[src/rtl/arbitro_pkg.sv]
`default_nettype none
// ============================================================================
//  Module   : arbitro_pkg
//  Purpose  : Shared constants, state encoding and priority-scan helpers for
//             the 8-way round-robin arbiter.
//  Contents : N_REQ / IDX_W / CNT_W sizes, FSM state codes, rotate_right()
//             and first_set() helpers used by the arbitration chain.
//  Revision : 1.0 - initial release
// ============================================================================
package arbitro_pkg;

    localparam int N_REQ = 8;
    localparam int IDX_W = 3;
    localparam int CNT_W = 4;

    // FSM state codes; 2'b11 is unused and recovers to IDLE.
    localparam logic [1:0] IDLE  = 2'b00;
    localparam logic [1:0] GRANT = 2'b01;
    localparam logic [1:0] PAUSE = 2'b10;

    // Rotate v right by sh so that bit sh lands at position 0. After this,
    // the lowest set bit is the first requester at or after the pointer.
    function automatic logic [N_REQ-1:0] rotate_right(
        input logic [N_REQ-1:0] v,
        input logic [IDX_W-1:0] sh
    );
        logic [N_REQ-1:0] r;
        logic [IDX_W-1:0] j;
        r = '0;
        for (int i = 0; i < N_REQ; i++) begin
            j    = IDX_W'(i) + sh;
            r[i] = v[j];
        end
        return r;
    endfunction

    // Index of the lowest set bit; 0 when v is all-zero (caller qualifies
    // the result with |v).
    function automatic logic [IDX_W-1:0] first_set(input logic [N_REQ-1:0] v);
        logic [IDX_W-1:0] r;
        r = '0;
        for (int i = N_REQ - 1; i >= 0; i--) begin
            if (v[i]) begin
                r = IDX_W'(i);
            end
        end
        return r;
    endfunction

endpackage : arbitro_pkg
`default_nettype wire

[src/rtl/arbitro_rr8_dec.sv]
`default_nettype none
// ============================================================================
//  Module   : Decoder_3para8
//  Purpose  : 3-to-8 one-hot decoder.
//  Ports    : i_sel    [2:0] binary index in
//             o_onehot [7:0] one-hot vector out (bit i_sel set)
//  Revision : 1.0 - initial release
// ============================================================================
module Decoder_3para8
    import arbitro_pkg::*;
(
    input  logic [IDX_W-1:0] i_sel,
    output logic [N_REQ-1:0] o_onehot
);

    for (genvar i = 0; i < N_REQ; i++) begin : g_dec
        assign o_onehot[i] = (i_sel == IDX_W'(i));
    end

endmodule : Decoder_3para8
`default_nettype wire

[src/rtl/arbitro_rr8.sv]
`default_nettype none
// ============================================================================
//  Module   : arbitro_rr8
//  Purpose  : Round-robin arbiter for 8 requesters. Holds the grant while the
//             winner keeps requesting, forces release after MAX_HOLD cycles
//             when someone else is waiting, and inserts one dead (PAUSE)
//             cycle after every release for bus turnaround.
//  Ports    : clk       - clock, rising edge
//             reset     - asynchronous active-high reset
//             req[7:0]  - level requests, bit i = requester i
//             gnt[7:0]  - one-hot grant, zero when nobody is granted
//             gnt_idx   - index of the current/last winner
//             gnt_valid - high exactly when gnt is non-zero
//             timeout   - one-cycle pulse in the PAUSE after a forced release
//  Params   : MAX_HOLD  - max consecutive grant cycles with others pending
//                         (legal 2..15)
//  Revision : 1.0 - initial release
// ============================================================================
module arbitro_rr8
    import arbitro_pkg::*;
#(
    parameter int MAX_HOLD = 8
) (
    input  logic             clk,
    input  logic             reset,
    input  logic [N_REQ-1:0] req,
    output logic [N_REQ-1:0] gnt,
    output logic [IDX_W-1:0] gnt_idx,
    output logic             gnt_valid,
    output logic             timeout
);

    localparam logic [CNT_W-1:0] c_HOLD_LAST = CNT_W'(MAX_HOLD - 1);
    localparam logic [CNT_W-1:0] c_CNT_MAX   = '1;

    logic [1:0]       r_state;
    logic [IDX_W-1:0] r_ptr;
    logic [IDX_W-1:0] r_idx;
    logic [CNT_W-1:0] r_cnt;
    logic             r_timeout;

    logic [N_REQ-1:0] w_idx_oh;
    logic [N_REQ-1:0] w_rot;
    logic [IDX_W-1:0] w_offset;
    logic [IDX_W-1:0] w_winner;
    logic             w_any_req;
    logic             w_own_req;
    logic             w_others;
    logic             w_force;

    Decoder_3para8 u_dec (
        .i_sel    (r_idx),
        .o_onehot (w_idx_oh)
    );

    // Priority scan: rotate so ptr sits at bit 0, take the first set bit,
    // then add ptr back (3-bit wrap) to get the absolute winner.
    assign w_rot     = rotate_right(req, r_ptr);
    assign w_offset  = first_set(w_rot);
    assign w_winner  = r_ptr + w_offset;
    assign w_any_req = |req;

    // Winner's own request and whether anyone else is waiting.
    assign w_own_req = |(req & w_idx_oh);
    assign w_others  = |(req & ~w_idx_oh);

    // >= rather than == so a sole holder whose counter has saturated is
    // released on the first edge that sees a competing request.
    assign w_force   = (r_cnt >= c_HOLD_LAST) && w_others;

    always_ff @(posedge clk or posedge reset) begin
        if (reset) begin
            r_state   <= IDLE;
            r_ptr     <= '0;
            r_idx     <= '0;
            r_cnt     <= '0;
            r_timeout <= 1'b0;
        end else begin
            // timeout is a single-cycle pulse unless re-set below.
            r_timeout <= 1'b0;
            case (r_state)
                IDLE, PAUSE: begin
                    if (w_any_req) begin
                        r_idx   <= w_winner;
                        r_cnt   <= '0;
                        r_state <= GRANT;
                    end else begin
                        r_state <= IDLE;
                    end
                end
                GRANT: begin
                    if (!w_own_req) begin
                        // Normal release wins over a coincident forced one.
                        r_state <= PAUSE;
                        r_ptr   <= r_idx + IDX_W'(1);
                    end else if (w_force) begin
                        r_state   <= PAUSE;
                        r_ptr     <= r_idx + IDX_W'(1);
                        r_timeout <= 1'b1;
                    end else if (r_cnt != c_CNT_MAX) begin
                        r_cnt <= r_cnt + CNT_W'(1);
                    end
                end
                default: begin
                    r_state <= IDLE;
                end
            endcase
        end
    end

    assign gnt_valid = (r_state == GRANT);
    assign gnt       = w_idx_oh & {N_REQ{gnt_valid}};
    assign gnt_idx   = r_idx;
    assign timeout   = r_timeout;

endmodule : arbitro_rr8
`default_nettype wire

[config.mk]
export PLATFORM = sky130hd
export DESIGN_NAME = arbitro_rr8
export DESIGN_NICKNAME = d
export VERILOG_FILES = /design/src/rtl/arbitro_pkg.sv /design/src/rtl/arbitro_rr8_dec.sv /design/src/rtl/arbitro_rr8.sv
export SDC_FILE = /design/constraint.sdc
export NUM_CORES = 1
export LEC_CHECK = 0
export BUFFER_PORTS_ARGS = -buffer_cell sky130_fd_sc_hd__buf_4
export CAP_MARGIN = 20
export CORE_ASPECT_RATIO = 1.75
export CORE_UTILIZATION = 40
export DETAILED_ROUTE_END_ITERATION = 10
export PLACE_DENSITY = 0.71
export SLEW_MARGIN = 20
export SYNTH_ARGS = -nofsm -noshare
export SYNTH_HDL_FRONTEND = slang
export SYNTH_SLANG_ARGS = --single-unit
[constraint.sdc]
create_clock -name clk -period 3.5 [get_ports clk]
set_input_delay 0.175 -clock clk [delete_from_list [all_inputs] [get_ports clk]]
set_output_delay 0.175 -clock clk [all_outputs]
set_load 0.01 [all_outputs]
==> results of run 1 <==
layout make-up:
| type | count | area, sq um | area share (%) |
|---|---|---|---|
| Tap cell | 45 | 56.3 | 3.28 |
| Sequential cell | 13 | 325 | 19.0 |
| Inverter | 14 | 52.6 | 3.07 |
| Timing Repair Buffer | 25 | 190 | 11.1 |
| Clock buffer | 4 | 45.0 | 2.63 |
| Multi-Input combinational cell | 128 | 1040 | 60.9 |
per-layer routing:
metal	vias to the layer above	wire length (microns)	GRT usage, %	share of wire (%)
met1	637	1390	21.6	38
met3	6	98	1.98	2.7
met5	-	0	0	0
met4	0	55	6.39	1.5
met2	31	2070	38.5	57
li1	649	-	-	-
stage by stage:
step | std cells | instance area, sq um | power (mW) | utilization, % | hold WS, ns
floorplan | 162 | 1460 | 1.33 | - | 0.0520
global placement | 224 | 1650 | 1.58 | 48.2 | 0.239
detailed placement | 224 | 1650 | 1.65 | 48.2 | 0.242
CTS | 229 | 1710 | 1.80 | 49.8 | 0.441
global route | 229 | 1710 | 1.96 | 49.9 | 0.484
finish | 229 | 1710 | 1.81 | 49.9 | 0.445
Yosys cell counts (2+ instances only):
| cell | instances |
|---|---|
| sky130_fd_sc_hd__nand3_1 | 4 |
| sky130_fd_sc_hd__nor3_1 | 7 |
| sky130_fd_sc_hd__nor2_1 | 11 |
| sky130_fd_sc_hd__o22ai_1 | 2 |
| sky130_fd_sc_hd__buf_2 | 2 |
| sky130_fd_sc_hd__and3_1 | 9 |
| sky130_fd_sc_hd__clkbuf_1 | 2 |
| sky130_fd_sc_hd__a31oi_1 | 4 |
| sky130_fd_sc_hd__o21ai_0 | 3 |
| sky130_fd_sc_hd__xor2_1 | 2 |
| sky130_fd_sc_hd__a21oi_1 | 5 |
| sky130_fd_sc_hd__dfrtp_1 | 13 |
| sky130_fd_sc_hd__nand2b_1 | 7 |
| sky130_fd_sc_hd__mux2i_1 | 8 |
| sky130_fd_sc_hd__ha_1 | 10 |
| sky130_fd_sc_hd__inv_1 | 12 |
| sky130_fd_sc_hd__mux2_2 | 5 |
| sky130_fd_sc_hd__mux2_1 | 3 |
| sky130_fd_sc_hd__mux4_2 | 7 |
| sky130_fd_sc_hd__a22oi_1 | 2 |
| sky130_fd_sc_hd__nand2_1 | 13 |
| sky130_fd_sc_hd__o221ai_1 | 2 |
| sky130_fd_sc_hd__o21bai_1 | 2 |
| sky130_fd_sc_hd__o21ai_1 | 7 |
| sky130_fd_sc_hd__a222oi_1 | 2 |
power breakdown:
group / leakage [nW] / switching [mW] / total (mW) / internal (mW)
Combinational: 0.614 / 0.729 / 1.37 / 0.640
Clock: 0.0228 / 0.0525 / 0.133 / 0.0804
Sequential: 0.161 / 0.0858 / 0.304 / 0.218
Total: 0.797 / 0.868 / 1.81 / 0.938
state kept, by name, summed over array words and instances, names as in the netlist:
register	count
r_cnt	4
timeout	1
r_state	2
r_ptr	3
gnt_idx	3
logic make-up after synthesis:
kind of cell,after synthesis,share of synthesized area [%]
flops,13,22.4
buf+inv,21,6.20
fa+ha+maj,11,9.99
simple gates,56,19.8
mux,24,24.4
xor+xnor,3,1.81
compound gates,34,15.4
tightest hold or removal path, delay by kind of cell:
family / cells / cell delay (ns)
AOI/OAI and AO/OA: 1 / 0.09
buffers and inverters: 1 / 0.13
and+or+nand+nor: 2 / 0.24
how the worst max path moves through the flow:
stage	from	end
2_1_floorplan	r_ptr[0]	gnt_idx[2]
3_3_place_gp	r_ptr[1]	gnt_idx[2]
3_5_place_dp	r_ptr[1]	gnt_idx[2]
4_1_cts	r_ptr[1]	gnt_idx[2]
5_1_grt	r_ptr[0]	gnt_idx[2]
6_report	r_ptr[1]	gnt_idx[2]
repair_timing:
| action | in CTS | in global routing |
|---|---|---|
| endpoints found under the setup margin | 0 | 1 |
| hold endpoints to repair | 13 | 0 |
| hold buffers | 1 | 0 |
| resized for setup | 0 | 3 |
==> metrics list, run 1 <==
- After filler insertion, the fill cell instance count of the layout stands at 359.
* WP data arrival: 3.51 ns
- The critical path goes through inv_2 -> ha_2 -> mux2_2 -> mux4_2 -> nor2_2 -> inv_1 -> mux2i_1 -> a32oi_1 -> fa_2 -> nor3_1 -> a31oi_1 -> and3_1 -> a31oi_1.
- The worst register-to-register path ends at gnt_idx[2].
- Final antenna-violating net count: 0
* Boundary pin count: 23
- Global routing finished with a remaining overflow of 0.
- Data required, critical path: 3.66 ns
* Clk slew on worst S/H paths: 0.05 ns
* CTS buffer count: 3
- The worst path in the final design needs a cycle of 3.35 ns, including I/O delays and setup.
- Die footprint: 3890 sq um
- Detail-routed via count per cell: 5.78
* Reg-to-reg slack, setup: 0.15 ns
- Maximum clock frequency: 0.299 GHz
* Library cell with the largest summed area after synthesis: sky130_fd_sc_hd__dfrtp_1
- Critical path depth: 13
* Setup repair after global routing missed its margin: false
- Of the cells placed in the final design, the portion with a size suffix greater than 1 is 25.5%.
- Register area share after synthesis: 22.4%
- The worst hold path passes through 4 cells.
- The worst setup path is captured at a flip-flop.
* Crit start category: flip-flop
- Max-slew violation count: 0
- Sum of negative setup slack: 0 ns
- The most used flip-flop cell after synthesis is sky130_fd_sc_hd__dfrtp_1.
* Post-synth top area share: 22.4%
- Global routing consumed, over all layers together, 20.2% of the routing resources.
- Once the clock tree was built, the setup fixing pass inserted 0 buffers.
* Worst supply voltage drop on vdd: 0.658 mV
- The worst path uses 95.6% of the clock period.
- Biggest area contributors in the synthesized netlist: sky130_fd_sc_hd__dfrtp_1 (22%), sky130_fd_sc_hd__mux4_2 (11%), sky130_fd_sc_hd__ha_1 (8.6%)
- Entering global routing, the biggest net connects 18 pins.
* Drt pass-1 iters: 4
* Wire length of the first global-routing pass: 5.64 mm
- Initial antenna violation count: 0
* Distinct cell type count of the synthesized netlist: 43
- Row generation in the floorplan step produced 28 rows.
* Clock tree skew after final layout: 0.00266 ns
- The congestion estimate from routability-driven global placement came to 0.844.
- TritonCTS built the clock tree.
- The tree built by TritonCTS fans out to 13 sinks.
- Leakage component of the power: 0.797 nW
* DP Wirelength: 2.82 mm
* Netlist area before placement: 1450 sq um
- The top cell types in the final layout, fill and taps aside, are sky130_fd_sc_hd__buf_4 (24), sky130_fd_sc_hd__nand2_1 (13), sky130_fd_sc_hd__dfrtp_1 (13), sky130_fd_sc_hd__inv_1 (11), sky130_fd_sc_hd__nor2_1 (10).
* CORE AREA: 3430 sq um
- Path depth of the worst reg2reg path: 13
- Inserted Diodes: 0
- The run finished with clean final reports.
- Die Y-Extent: 81.7 microns
- The number of buffers and inverters on the critical path is 2.
- DP Worst Slack: 0.0937 ns
* Relative area change from synthesis to final layout: 18.0%
- Cell family with the largest share of critical-path delay: multiplexers
- Most frequent standard cell in the layout excluding fill and tap cells: sky130_fd_sc_hd__buf_4
- Via count of the first global-routing pass: 1278
* Clock latency at the later pin of the worst-skew pair: 0.24 ns
- For this run, asynchronously set or reset flops after synthesis account for 100%.
- Slowest cell on the critical path: sky130_fd_sc_hd__mux4_2
- Post-Synthesis Net Count: 183
- Measured along the x axis, the die boundary spans 47.6 microns.
- Hold crit path type: in2reg
* Beginning of the worst register-to-register path: r_ptr[1]
- The worst path meets setup with 0.154 ns of slack.
- Total via count after detailed routing: 1323
- By instance count, the cell type seen most on the critical path is sky130_fd_sc_hd__a31oi_1.
- Dividing total power by cell area gives a power density of 1050 nW/um^2.
- Along the worst path, the maximum fanout reaches 6.
- The final layout contains routed wiring with a total length of 3.61 mm.
- Total of endpoints with negative setup slack in the final report: 0
* Routed len/inst: 15.8 microns
- CTS built an H-tree with a depth of 1.
- In this run the most critical hold path is launched from req[3].
- Flip-flop and latch count after synthesis: 13
- The initial utilization of the core area, before any placement, comes to 42.3%.
* Delay of the slowest cell on the worst path: 0.48 ns
* Max-Slew Margin vs Limit: 46.5%
* Max Buffers Root-to-Sink: 2
- Setup Crit Path Kind: reg2reg
- For the pin with the worst max-slew slack, the measured transition is 0.797 ns.
- After technology mapping, the gate count stands at 162.
- Number of warnings reported in the yosys synthesis log: 0
- Number of buffers inserted by port buffering: 22
* Hold worst-path end: timeout
- Number of enable flip-flop cells after synthesis: 0
- The detailed router finished its first iteration with 34 violations.
- In the final design database the tool counted 206 nets.
- In the routed design, unresolved DRC markers number 0.
- Mean post-synth cell area: 8.97 sq um
- Max-cap violations in this run came to 0.
- The cell sitting at the root of the clock tree is a sky130_fd_sc_hd__clkbuf_8.
- Final Hold Viols: 0
Note: power is estimated with default switching activity, not from simulation.
==> run 2: changes to the inputs <==
SKIP_LAST_GASP = 1   (was unset)
clock period = 3 ns   (was 3.5 ns; I/O delays follow)
==> run 2 against run 1 <==
Against the previous run: the run now ends with negative setup slack left; cell count is 3.5% higher; register-to-register slack worse by 0.21 ns; combinational power rose by 30%; critical path type unchanged; largest cell class unchanged; highest routed layer unchanged.
==> metrics list, run 2 (same netlist as run 1, synthesis figures left out) <==
- For this block, wires on met1 add up to 1.40 mm.
- Worst supply voltage drop on vdd: 0.584 mV
* Highest net fanout along the worst path: 6
* Setup ws final: -0.0566 ns
- Post-route DRC violation count: 0
- Measured on the finished design, the core utilization comes to 52.8%.
- Via count of the first global-routing pass: 1296
- The library cell used most frequently in the layout, excluding fill and tap cells, is sky130_fd_sc_hd__buf_4.
- Psw: 1.06 mW
- The core region is 3430 sq um.
- The total overflow left after global routing is 0.
- The register with the most flip-flops in the layout has 4 of them.
- Clk slew on worst S/H paths: 0.06 ns
* Final antenna-violating net count: 0
- Post-detailed-routing wire length: 3.74 mm
- Top layer used by detailed routing: met4
- For this block, the initial DRC count from the detailed router was 41.
- Counting the buffers created by CTS gives 3.
* WP data arrival: 3.22 ns
- Initial antenna violation count: 0
* Design Area, Final: 1810 sq um
- The hold violation total from the final report came to 0.
- Setup Crit Path Kind: reg2reg
- Register share of total power: 15.1%
- H-Tree Level Count: 1
- Net switching is 46.5% of the power.
- Sum of negative setup slack: -0.0566 ns
- For this run, the top clock speed supported by timing is 0.327 GHz.
- Max Buffers Root-to-Sink: 2
* Hold crit path type: in2reg
* Share of the clock period used by the worst path after layout: 102%
- Number of buffers inserted by port buffering: 22
* Wire length of the first global-routing pass: 5.83 mm
- Clock Sink Count: 13
- Register ranked first by flip-flop count: r_cnt
- Compared with the post-synthesis result, the final layout area differs by 24.7%.
- Clock latency at the later pin of the worst-skew pair: 0.24 ns
- CTS tree: yes
- Number of maximum-capacitance violations: 0
- The die is 81.7 microns tall.
- Total of endpoints with negative setup slack in the final report: 1
- Setup repair after global routing could not meet its margin everywhere.
- Clock skew on the completed layout was measured at 0.00405 ns.
* Outcome: complete, but fails checks
- For this block, the via count after detailed routing is 1366.
- Commonest cells after routing, fill and taps aside: sky130_fd_sc_hd__buf_4 (32), sky130_fd_sc_hd__nand2_1 (13), sky130_fd_sc_hd__dfrtp_1 (13), sky130_fd_sc_hd__nor2_1 (10), sky130_fd_sc_hd__inv_1 (10)
* Pint: 1.22 mW
- Pin placement for this block handled 23 I/O pins.
* Power density normalized to cell area: 1260 nW/um^2
- Transition time of the tightest slew-check pin: 0.861 ns
- Routability-driven placement congestion ratio: 0.812
- Period minus WS final: 3.06 ns
- In this run, the clock network consumes 6.9% of the power.
- Resized cells post-CTS: 0
- Routed length on met2: 2.12 mm
* Die footprint: 3890 sq um
* Data required, critical path: 3.17 ns
- The tree is rooted in a sky130_fd_sc_hd__clkbuf_8.
* Comb pwr share: 78.0%
- Gr usage total: 21.4%
- STA classifies the critical path endpoint as a flip-flop.
- Once placement finished, the instance area stood at 1760 sq um.
- Number of standard-cell rows in the floorplan: 28
- Largest net degree at the start of global routing: 14
* Met3 routed WL: 112 microns
- The wire-length estimate of the detail-placed layout is 2.93 mm.
- The initial utilization of the core area, before any placement, comes to 42.3%.
- In this run the tightest slew margin relative to its limit is 42.3%.
- Count of nets after finishing: 214
* Crit start category: flip-flop
- Drt pass-1 iters: 4
* Max-slew violation count: 0
- Share of post-route cells with drive strength above 1: 30.7%
- Inserted Diodes: 0
- Detail-routed via count per cell: 5.76
* Violated checks: negative setup slack
- Routed len/inst: 15.8 microns
* Leakage component of the power: 0.859 nW
- In this run the horizontal extent of the chip is 47.6 microns.
run 2: cell count changes in the layout (fill, tap and decap cells not counted), moves of 2 or more:
cell and delta:
sky130_fd_sc_hd__mux2_1 -2, sky130_fd_sc_hd__mux2_4 +4, sky130_fd_sc_hd__buf_4 +8, sky130_fd_sc_hd__mux2_2 -2
run 2: final cells by class:
class / count / area (sq um)
fill: 343 / 1620
sequential: 13 / 325
clock buffer: 4 / 45.0
timing repair buffer: 33 / 250
inverter: 14 / 55.1
tap: 45 / 56.3
multi-input combinational: 128 / 1080
run 2: stage by stage:
stage	instances	hold slack [ns]	worst slack [ns]	total power, mW
floorplan	162	0.0270	-0.218	1.67
global placement	232	0.207	0.0283	2.04
detailed placement	232	0.218	-0.0559	2.12
CTS	237	0.387	-0.0672	2.30
global route	237	0.408	-0.196	2.49
finish	237	0.401	-0.0566	2.29
run 2: routing by layer:
metal / global-route usage [%] / up-vias
met4: 10.6 / 0
met2: 39.7 / 34
met1: 21.9 / 662
li1: - / 661
met3: 2.42 / 9
met5: 0 / -
run 2: path summary, 6_finish.rpt:
| check | from | endpoint | slack (ns) | cells past startpoint |
|---|---|---|---|---|
| max in group asynchronous | reset | r_state[0] | 2.16 | 3 |
| hold / removal | req[3] | timeout | 0.40 | 4 |
| hold reg to reg | r_cnt[0] | r_cnt[0] | 0.50 | 1 |
| min in group asynchronous | reset | gnt_idx[0] | 0.49 | 3 |
| setup / recovery | r_ptr[0] | gnt_idx[2] | -0.06 | 13 |
| setup reg to reg | r_ptr[0] | gnt_idx[2] | -0.06 | 13 |
run 2: power by group through the flow:
stage / clock [mW] / sequential [mW] / combinational (mW)
6_report: 0.158 / 0.346 / 1.78
5_1_grt: 0.176 / 0.359 / 1.95
4_1_cts: 0.164 / 0.347 / 1.78
3_5_place_dp: 0 / 0.349 / 1.77
3_3_place_gp: 0 / 0.341 / 1.70
2_1_floorplan: 0 / 0.324 / 1.34
run 2: timing repair:
| item | 4_1_cts | 5_1_grt |
|---|---|---|
| hold endpoints to repair | 13 | 0 |
| setup buffers | 0 | 0 |
| hold buffers | 1 | 0 |
| setup endpoints to repair | 1 | 1 |
run 2: critical path, stage by stage, from the launching register on:
cell and delay (ns):
sky130_fd_sc_hd__dfrtp_1 0.40, sky130_fd_sc_hd__inv_4 0.06, sky130_fd_sc_hd__ha_4 0.32, sky130_fd_sc_hd__mux2_4 0.33, sky130_fd_sc_hd__mux4_2 0.51, sky130_fd_sc_hd__nor2_4 0.13
sky130_fd_sc_hd__inv_2 0.05, sky130_fd_sc_hd__mux2i_1 0.12, sky130_fd_sc_hd__a32oi_1 0.09, sky130_fd_sc_hd__fa_2 0.42, sky130_fd_sc_hd__xnor2_1 0.17, sky130_fd_sc_hd__nand2_1 0.06
sky130_fd_sc_hd__and3_1 0.17, sky130_fd_sc_hd__a31oi_1 0.15
==> run 3: changes to the inputs <==
SYNTH_HIERARCHICAL = 1   (was unset)
==> run 3 against run 2 <==
Against the previous run: the run still ends with negative setup slack left; die area up 1.0%; final area up 4.3%; sequential share of layout area down 0.67 points; synthesized area up 1.0%; largest cell class unchanged; flip-flop and latch count unchanged; largest power group unchanged; setup slack worse by 0.090 ns; highest routed layer unchanged; synthesized cell count down 3.7%; clock power about the same; non-clock buffer count up 6.
==> metrics list, run 3 <==
- The run finished, with violations left.
* Violated checks: negative setup slack
- Net switching is 44.8% of the power.
- Counting flops with an async set or reset pin after synthesis yields a share of 100%.
- The worst register-to-register path has a setup slack of -0.15 ns.
- Commonest cells after routing, fill and taps aside: sky130_fd_sc_hd__buf_4 (37), sky130_fd_sc_hd__inv_1 (13), sky130_fd_sc_hd__dfrtp_1 (12), sky130_fd_sc_hd__and2_1 (9), sky130_fd_sc_hd__nand2_1 (8)
- Post-detailed-routing wire length: 3.98 mm
* Worst Hold Slack: 0.443 ns
- Crit start category: flip-flop
* Comb pwr share: 77.8%
- PnR Total Power: 2.28 mW
* Slowest cell on the critical path: sky130_fd_sc_hd__mux4_2
- In the final layout, the share of cells above drive strength 1 is 37.8%.
* Initial antenna violation count: 0
* Count of nets after finishing: 210
- Setup Crit Path Kind: reg2reg
- Clock latency at the later pin of the worst-skew pair: 0.25 ns
* Number of buffers inserted by port buffering: 22
- The register with the most flip-flops in the layout has 4 of them.
* Clock tree skew after final layout: 0.00189 ns
* Clk slew on worst S/H paths: 0.05 ns
- In this run the vertical extent of the chip is 82.1 microns.
* Maximum clock frequency: 0.318 GHz
- Summing all non-filler instances in the final layout gives an area of 1890 sq um.
- The cell count after synthesis came out at 156.
* Beginning of the worst register-to-register path: r_ptr[0]
- TritonCTS built the clock tree.
- For this design, the sink count on the clock tree is 13.
- Transition time of the tightest slew-check pin: 0.733 ns
- In this run, distinct cell masters in the synthesized netlist total 49.
- Biggest area contributors in the synthesized netlist: sky130_fd_sc_hd__dfrtp_1 (22%), sky130_fd_sc_hd__mux4_2 (9.2%), sky130_fd_sc_hd__mux2_2 (6.1%)
- Hold worst-path end: timeout
* Global route overflow: 0
- In this run the cell area of the synthesized design comes to 1470 sq um.
- Setup violations remaining at the end of the flow were counted as 1.
* Number of cells in the finished layout apart from fillers: 238
* Post-Synthesis Net Count: 172
- Measured against its own limit, the worst slew margin works out to 51.1%.
* Inserted Diodes: 0
- The worst hold path begins at req[7].
- Data required, critical path: 3.13 ns
- The number of global-route vias before repair was 1327.
- DR iter-0 viols: 40
- Summing all placed instances gives a cell area of 1830 sq um.
- The worst register-to-register path ends at gnt_idx[2].
- Fill cell total of the finished layout: 331
* Die Span X: 47.8 microns
- Of the post-synthesis cell area, the dominant cell type holds 22.2%.
- Drt pass-1 iters: 4
- In this run the power spent charging and discharging nets is 1.02 mW.
- DP Wirelength: 3.12 mm
- The congestion estimate from routability-driven global placement came to 0.752.
- Final antenna-violating net count: 0
- IR analysis of the VDD net gives a maximum drop of 0.587 mV.
* Hold crit path type: in2reg
- A synthesized cell averages 9.41 sq um.
- Commonest cells post-synth: sky130_fd_sc_hd__inv_1 (14), sky130_fd_sc_hd__dfrtp_1 (13), sky130_fd_sc_hd__a21oi_1 (9), sky130_fd_sc_hd__and2_1 (9)
* Cell family with the largest share of critical-path delay: multiplexers
- Wire length of the first global-routing pass: 6.15 mm
- Type of element capturing the critical path: flip-flop
* Dominant cell type by count on the critical path: sky130_fd_sc_hd__nand2_1
- WP data arrival: 3.28 ns
- Number of enable flip-flop cells after synthesis: 0
* H-Tree Level Count: 1
- The hold violation total from the final report was 0.
- In this design, the stage delay of the slowest critical-path cell is 0.52 ns.
- Fin util: 55.0%
- Register area share after synthesis: 22.2%
- Dividing the detail-routed wire length by the instance count gives 16.7 microns.
- Number of maximum-capacitance violations: 0
- Boundary pin count: 23
- Max Buffers Root-to-Sink: 2
- Number of standard-cell rows in the floorplan: 28
- Most frequently used flop master after synthesis: sky130_fd_sc_hd__dfrtp_1
- CORE AREA: 3430 sq um
* Path depth of the worst reg2reg path: 13
- Starting density of the core: 42.7%
- Together, buffers and inverters on the worst path number 1.
- Hold Crit Depth: 5
- Die footprint: 3920 sq um
* Cells after DPL: 233
* Pint: 1.26 mW
- Period minus WS final: 3.15 ns
* Share of the clock period used by the worst path after layout: 105%
* DP Worst Slack: -0.249 ns
- Of all cell types, the one taking the most synthesized area is sky130_fd_sc_hd__dfrtp_1.
- The tree is rooted in a sky130_fd_sc_hd__clkbuf_8.
- Number of warnings reported in the yosys synthesis log: 6
* Relative area change from synthesis to final layout: 28.7%
- Post CTS Setup Buffer Count: 0
- The synthesized design contains 13 register bits.
- Global routing consumed, over all layers together, 21.6% of the routing resources.
- Of the total power, the clock network draws 6.9%.
- CTS buffer count: 3
- Largest net degree at the start of global routing: 14
- Dividing the detail-routed via count by the number of cells gives 5.85.
- r_cnt holds more flip-flops than any other register.
* Post-route DRC violation count: 0
* Highest net fanout along the worst path: 6
* Total via count after detailed routing: 1392
- Per report_power, the sequential group accounts for 15.3% of the total.
* Critical path cell sequence: inv_8 -> ha_4 -> mux2_4 -> mux4_2 -> nor2_4 -> nand2_1 -> nor2_1 -> a21oi_2 -> fa_2 -> xnor2_1 -> nand2_1 -> o2111ai_1 -> o32a_1
* Sum of negative setup slack: -0.147 ns
* Setup repair after global routing missed its margin: true
* Library cell with the highest instance count after synthesis: sky130_fd_sc_hd__inv_1
* Most frequent standard cell in the layout excluding fill and tap cells: sky130_fd_sc_hd__buf_4
- Leakage component of the power: 0.858 nW
- Dividing total power by cell area gives a power density of 1210 nW/um^2.
* Max-slew violation count: 0
- Once routing completed, OpenROAD measured the worst setup slack at -0.147 ns.
[run 3: area by class of cell]
class / instances / area (sq um) / area share [%]
Multi-Input combinational cell: 122 / 1090 / 57.7
Tap cell: 45 / 56.3 / 2.98
Sequential cell: 13 / 327 / 17.3
Inverter: 15 / 63.8 / 3.38
Clock buffer: 4 / 45.0 / 2.38
Timing Repair Buffer: 39 / 308 / 16.3
[run 3: repair_timing]
item / CTS / global route
hold buffers: 1 / 0
endpoints found under the hold margin: 13 / 0
endpoints found under the setup margin: 1 / 1
gates resized for setup: 1 / 2
pin swaps: 0 / 1
cloned: 0 / 0
[run 3: how the worst max path moves through the flow]
stage	from	to	slack, ns	cells after the start
floorplan	r_ptr[0]	gnt_idx[2]	-0.32	16
global placement	r_ptr[0]	gnt_idx[2]	-0.16	13
detailed placement	r_ptr[0]	gnt_idx[2]	-0.25	13
CTS	r_ptr[0]	gnt_idx[2]	-0.19	13
global route	r_ptr[0]	gnt_idx[2]	-0.29	13
finish	r_ptr[0]	gnt_idx[2]	-0.15	13
[run 3: kinds of logic (layout without fill, tap and decap cells)]
group	after synthesis	count (layout)	synth area share [%]
muxes	23	23	24.0
and+or+nand+nor	55	55	22.3
DFF	13	13	22.2
adders and majority gates	6	6	5.63
buffers and inverters	21	58	6.65
xor gates and xnor gates	4	4	2.39
AOI/OAI and AO/OA	34	34	16.8
[run 3: metal layers]
metal | track usage, % | vias up | routed length [microns]
li1 | - | 658 | -
met1 | 22.9 | 686 | 1490
met2 | 41.6 | 39 | 2310
met3 | 1.74 | 9 | 92
met4 | 6.94 | 0 | 81
met5 | 0 | - | 0
[run 3: power groups by stage]
stage | registers (mW) | clock network, mW | logic [mW]
final | 0.349 | 0.157 | 1.77
after global routing | 0.364 | 0.167 | 1.93
after CTS | 0.349 | 0.160 | 1.75
after detailed placement | 0.351 | 0 | 1.74
after global placement | 0.345 | 0 | 1.68
after floorplan | 0.324 | 0 | 1.23
[run 3: tightest hold or removal path: cells and delay by family]
family	cells	cell delay, ns
buffers and inverters	1	0.13
AO/OA/AOI/OAI	1	0.07
AND/OR/NAND/NOR	3	0.29
